**config.mk**
```make
export PLATFORM = sky130hd
export DESIGN_NAME = maxnet_controller
export DESIGN_NICKNAME = d
export VERILOG_FILES = /design/src/rtl/maxnet_controller.sv
export SDC_FILE = /design/constraint.sdc
export NUM_CORES = 1
export LEC_CHECK = 0
export CORE_MARGIN = 3
export CORE_UTILIZATION = 30
export CTS_CLUSTER_DIAMETER = 40
export CTS_CLUSTER_SIZE = 28
export DETAILED_ROUTE_END_ITERATION = 10
export GPL_TIMING_DRIVEN = 0
export PLACE_DENSITY_LB_ADDON = 0.05
export SLEW_MARGIN = 20
export SYNTH_ARGS = -nofsm -noshare
export SYNTH_HDL_FRONTEND = slang
export SYNTH_SLANG_ARGS = --single-unit
```
**constraint.sdc**
```tcl
create_clock -name clk -period 2.6 [get_ports clk]
set_clock_uncertainty 0.1 [all_clocks]
set_input_delay 0.78 -clock clk [delete_from_list [all_inputs] [get_ports clk]]
set_output_delay 0.78 -clock clk [all_outputs]
set_load 0.02 [all_outputs]
```
**src/rtl/maxnet_controller.sv**
```systemverilog
// maxnet_controller: sequencing FSM for a four-neuron MAXNET winner-take-all datapath.
// Initialises the X/W memories, loads the a-registers from X, then repeats
// CHECK -> WAIT (PU_LATENCY cycles) -> UPDATE until the datapath reports that
// at most one a-register is non-zero.
// Optional feature: define MAXNET_TIMEOUT_EN to stop after MAX_ITER updates
// and flag the run with timeout=1.
module maxnet_controller #(
    parameter int PU_LATENCY = 2,
    parameter int MAX_ITER   = 255
) (
    input  logic       clk,
    input  logic       rst,
    input  logic       start,
    input  logic       is_finished,
    output logic       init_x,
    output logic       init_w,
    output logic       load_a,
    output logic       load_sel,
    output logic       busy,
    output logic       done,
    output logic [7:0] iter_count,
    output logic       timeout
);

    // Elaboration-time range checks on the configuration.
    if (PU_LATENCY < 0 || PU_LATENCY > 15) begin : g_bad_latency
        $error("maxnet_controller: PU_LATENCY must be in 0..15");
    end
    if (MAX_ITER < 1 || MAX_ITER > 255) begin : g_bad_max_iter
        $error("maxnet_controller: MAX_ITER must be in 1..255");
    end

    typedef enum logic [2:0] {
        IDLE,
        INIT,
        LOAD_X,
        CHECK,
        WAIT,
        UPDATE,
        DONE
    } state_t;

    // Last value of the WAIT counter before leaving for UPDATE.
    localparam logic [3:0] WAIT_LAST = (PU_LATENCY > 0) ? 4'(PU_LATENCY - 1) : 4'd0;

    state_t     state;
    state_t     state_next;
    logic [3:0] wait_cnt;
    logic       limit_hit;

`ifdef MAXNET_TIMEOUT_EN
    localparam logic [7:0] ITER_LIMIT = 8'(MAX_ITER);
    assign limit_hit = (iter_count == ITER_LIMIT);
`else
    assign limit_hit = 1'b0;
`endif

    // State register; reset forces IDLE at once, even mid-run.
    always_ff @(posedge clk or posedge rst) begin
        if (rst) begin
            state <= IDLE;
        end else begin
            state <= state_next;
        end
    end

    // Next-state logic and Moore output decode of the current state.
    always_comb begin
        state_next = state;
        init_x     = 1'b0;
        init_w     = 1'b0;
        load_a     = 1'b0;
        load_sel   = 1'b0;
        busy       = 1'b0;
        done       = 1'b0;
        case (state)
            IDLE: begin
                if (start) state_next = INIT;
            end
            INIT: begin
                init_x     = 1'b1;
                init_w     = 1'b1;
                busy       = 1'b1;
                state_next = LOAD_X;
            end
            LOAD_X: begin
                load_a     = 1'b1;
                load_sel   = 1'b1;
                busy       = 1'b1;
                state_next = CHECK;
            end
            CHECK: begin
                busy = 1'b1;
                // A finished datapath wins over the iteration limit.
                if (is_finished) begin
                    state_next = DONE;
                end else if (limit_hit) begin
                    state_next = DONE;
                end else if (PU_LATENCY == 0) begin
                    state_next = UPDATE;
                end else begin
                    state_next = WAIT;
                end
            end
            WAIT: begin
                busy = 1'b1;
                if (wait_cnt == WAIT_LAST) state_next = UPDATE;
            end
            UPDATE: begin
                load_a     = 1'b1;
                busy       = 1'b1;
                state_next = CHECK;
            end
            DONE: begin
                done = 1'b1;
                if (start) state_next = INIT;
            end
            default: begin
                state_next = IDLE;
            end
        endcase
    end

    // WAIT counter: zero outside WAIT so every WAIT visit starts from 0.
    always_ff @(posedge clk or posedge rst) begin
        if (rst) begin
            wait_cnt <= 4'd0;
        end else if (state == WAIT) begin
            wait_cnt <= wait_cnt + 4'd1;
        end else begin
            wait_cnt <= 4'd0;
        end
    end

    // Iteration counter: cleared as INIT is entered, bumped once per UPDATE, saturating.
    always_ff @(posedge clk or posedge rst) begin
        if (rst) begin
            iter_count <= 8'd0;
        end else if (state_next == INIT) begin
            iter_count <= 8'd0;
        end else if (state == UPDATE && iter_count != 8'hFF) begin
            iter_count <= iter_count + 8'd1;
        end
    end

`ifdef MAXNET_TIMEOUT_EN
    // Timeout flag: cleared as INIT is entered, set when CHECK leaves on the limit.
    always_ff @(posedge clk or posedge rst) begin
        if (rst) begin
            timeout <= 1'b0;
        end else if (state_next == INIT) begin
            timeout <= 1'b0;
        end else if (state == CHECK && !is_finished && limit_hit) begin
            timeout <= 1'b1;
        end
    end
`else
    assign timeout = 1'b0;
`endif

endmodule

```
# Word-level counts from Yosys, hierarchy flattened
# Cells that the tools add are included.
[totals]
ff_bits = 15
input_bits = 4
out_inout_bits = 15
[op_classes]
n_addsub = 2
n_eq_ne = 9
mux = 12
reduce_logical = 6
[ops]
columns = ["operator", "n"]
rows = [
  ["two-way mux 8 bit", 2],
  ["one-hot mux 3 bit (5 select lines)", 1],
  ["equality test 3 bit, second input constant", 3],
  ["adder 8 x 1 -> 8 bit, second input constant", 1],
  ["!= test 8 bit, second input constant", 1],
  ["equality test 3 x 1 -> 1 bit, second input constant", 2],
  ["equality test 3 x 2 -> 1 bit, second input constant", 2],
  ["two-way mux 3 bit", 2],
  ["two-way mux 1 bit", 5],
  ["OR reduction 5 bit", 1],
  ["adder 4 x 1 -> 4 bit, second input constant", 1],
  ["equality test 4 x 1 -> 1 bit, second input constant", 1],
  ["two-way mux 4 bit", 1],
  ["OR reduction 2 bit", 2],
  ["zero test 3 bit", 1],
  ["two-way mux 2 bit", 1],
  ["nonzero test 2 bit", 1],
  ["logical AND 1 bit", 1],
]

# Logic depth before layout (Yosys ltp)
[depth]
ltp_word = 5
mapped_depth = 5
ltp_nobuf = 5

# Worst setup path before layout
# No wires, ideal clock.
[synth_timing]
path_type = "reg-to-output"
start = "register state[1]"
end = "output port init_x"
arrival_time_ns = 1.351
t_required_ns = 1.720
slack_ns = 0.369
stages_incl_launch_ff = 4
path_cell_list = "dfrtp_1 > buf_4 > nor3_1 > buf_4"
[synth_between]
elab_chain_len = 2
[synth_rtl]
columns = ["item", "line_no", "text"]
rows = [
  ["start, declared", "46", "state_t state;"],
  ["start signal, assigned", "63", "state <= state_next;"],
  ["equality test 3 x 1 -> 1 bit", "--", ""],
  ["two-way mux 1 bit", "--", ""],
  ["end, declared", "15", "output logic init_x,"],
]
# Every way passes these cells.

# Final worst setup path
[layout_timing]
start = "register state[1]"
end = "output port init_x"
[layout_between]
elab_chain_len = 2
[layout_rtl]
columns = ["item", "line_no", "text"]
rows = [
  ["equality test 3 x 1 -> 1 bit", "76", "case (state)"],
  ["two-way mux 1 bit", "76", ""],
]
# Every way passes these cells.

==> metrics <==
design area approximately 1100 µm²; top sig layer met4; Non-Filler Instances around 140; WL met1 between 700 and 800 µm; Starting DRT DRC Count 3; Max Freq slightly above 400 MHz; P_leak approximately 0.5 nW; post-DP HPWL approximately 1300 µm; WL per Instance between 10 and 15 µm; storage element area between 300 and 400 µm²; syn nets 100; synth cell count leaders dfrtp_1 (15), nor2_1 (10), o21ai_0 (7); Clk network pwr share about 15%; number of port buffers 17; Post-DRT Antenna Nets 0; Initial Util 32.8%; Synth area leader dfrtp_1; final setup margin between 150 and 200 ps; EDFF count, synth 0; Startpoint Class register; routed wire length approximately 1700 µm; H-tree level count 1; RSZ-0062 raised after global routing no; YS warnings 0; Initial DRT Pass Iterations 4; sequential share of the synthesized area 44.5%; Tmin final 2430 ps; Async S/R FF share, synth 100%; Seq cells post-synth 15; Int Power ~0.52 mW; footprint of the multi-input gates 410 µm²; status finished, final reports clean; first-pass GRT wire length just under 3000 µm; WP data required ~1700 ps; Crit path arrival time ~1600 ps; CTS tree built; clock sinks 15; cell with the most instances after synthesis dfrtp_1; Worst-Skew Late Latency between 200 and 300 ps; synth top area cells dfrtp_1 (45%), ha_1 (4.5%), nor2_1 (4.5%); number of nets in the layout ~120; Logic pwr share between 40% and 50%; Pwr Density approximately 800 nW/µm²; clk slew on worst S/H paths ~90 ps; top-area cell type share of the netlist area between 40 and 50%; number of antenna violations at the first check in global routing 0; worst hold slack between 400 and 500 ps; Post CTS Setup Buffer Count 0; NetSw between 0.3 and 0.4 mW; Die Y slightly below 60 µm; Core Box Area between 2000 and 3000 µm²; Flop pwr share a little over a third; DRC 0; Worst Hold Class reg -> reg; worst slack at placement slightly above 20 ps; global route total overflow 0; max-cap violations 0; Cell Area, Placed ~1100 µm²; vias in the first global route about 660; fill count between 200 and 300; mean post-synth cell area about 9 µm²; ant diodes 0; kind of critical path reg -> out; WL met2 approximately 830 µm; post-synthesis cell count 93; largest net degree at the start of global routing 16; # setup viols final 0; via count around 720; GRT Util Overall roughly 11%; sw frac 40.2%; post-synth cell types 32; I/O pin count 19; number of buffers created by CTS 3; worst-case clock buffer depth 2; number of placed instances, taps included 140; VDD IR max about 0.40 mV; Total Neg Setup Slack 0 ps; row cnt 18; Slew @ Worst Pin roughly 560 ps; post-DR vias/cell ~5.0; post-synthesis cell area around 840 µm²; Post-synth top flop dfrtp_1; CP endpoint kind output pin; die footprint approximately 3500 µm²; Reg2Reg Depth 5; Slew Limit Fails 0; Final GP Congestion 0.752; crit path max fanout 10; WHS Path Cells 1; root buf cell clkbuf_4; final hold violation count 0; Layout area overhead 27.0%; flop2flop setup slack between 900 and 1000 ps; period utilisation layout 93.5%; layout cell share with drive strength beyond 1 between 10% and 20%; Slew Limit Headroom a little over three fifths; die extent in x 59.0 µm; met3 wire len between 70 and 80 µm
==> what timing repair did <==
item | in CTS | in global routing
endpoints found under the hold margin | 0 | 0
hold buffers | 0 | 0
gates resized for setup | 6 | 3
endpoints found under the setup margin | 5 | 2
==> cell usage in the layout (no fill, tap or decap), types with 2 or more instances in the layout <==
cell type	instances
xnor2_1	3
clkdlybuf4s50_1	11
inv_1	6
ha_1	3
or3_1	2
xor2_1	2
dfrtp_1	15
nand2_1	6
nand2b_1	2
clkbuf_4	3
o21ai_0	6
mux2i_1	2
nor3_1	5
nor2_1	10
and3_1	2
nand3_1	4
buf_4	4
a21oi_1	4
dlygate4sd2_1	4
==> registers in the layout, indices dropped and copies added, names as in the netlist <==
name and cells:
iter_count 8, wait_cnt 4, state 3
==> path summary, 6_finish.rpt <==
| kind | startpoint | to |
|---|---|---|
| min in group asynchronous | rst | iter_count[1]$_DFFE_PP0P_ |
| hold reg to reg | wait_cnt[0]$_DFF_PP0_ | wait_cnt[0]$_DFF_PP0_ |
| hold / removal | wait_cnt[0]$_DFF_PP0_ | wait_cnt[0]$_DFF_PP0_ |
| setup / recovery | state[1]$_DFF_PP0_ | init_x |
| max in group asynchronous | rst | iter_count[4]$_DFFE_PP0P_ |
| setup reg to reg | state[1]$_DFF_PP0_ | iter_count[6]$_DFFE_PP0P_ |
==> kinds of logic after synthesis <==
family / count (synthesis) / share of synthesized area (%)
AND/OR/NAND/NOR: 41 / 26.1
AO/OA/AOI/OAI: 15 / 10.1
flip-flops: 15 / 44.5
buffers and inverters: 11 / 6.82
XOR/XNOR: 5 / 5.19
adder cells (fa/ha/maj): 3 / 4.45
multiplexers: 2 / 2.37
other: 1 / 0.445
==> per-stage QoR <==
step                total power, mW  utilization [%]
floorplan                     0.601                -
global placement              0.777             40.9
detailed placement            0.774             40.9
CTS                           0.889             41.8
global route                  0.946             41.7
finish                        0.862             41.7
==> worst max-delay path: stages (launching register included) <==
cell	delay, ps
dfrtp_1	410
buf_4	170
nor3_1	230
buf_4	140
dlygate4sd2_1	320
==> power groups by stage <==
stage	combinational, mW	sequential (mW)	clock (mW)
finish	0.418	0.315	0.129
global route	0.470	0.326	0.150
CTS	0.434	0.315	0.140
detailed placement	0.455	0.320	0
global placement	0.457	0.320	0
floorplan	0.271	0.330	0
==> metal layers <==
layer	track usage, %	vias up
li1	-	360
met1	14.1	339
met2	17.0	14
met3	5.01	2
met4	3.24	0
met5	0	-
==> cell type report <==
type | count | area share (%)
well taps | 30 | 3.50
plain buffers | 5 | 3.27
repair buffers | 17 | 15.2
flip-flops and latches | 15 | 35.0
clock inverters | 1 | 0.467
inverters | 6 | 2.10
multi-input cells | 67 | 38.3
clock buffers | 3 | 2.10
Power figures use the tool's default switching activity.
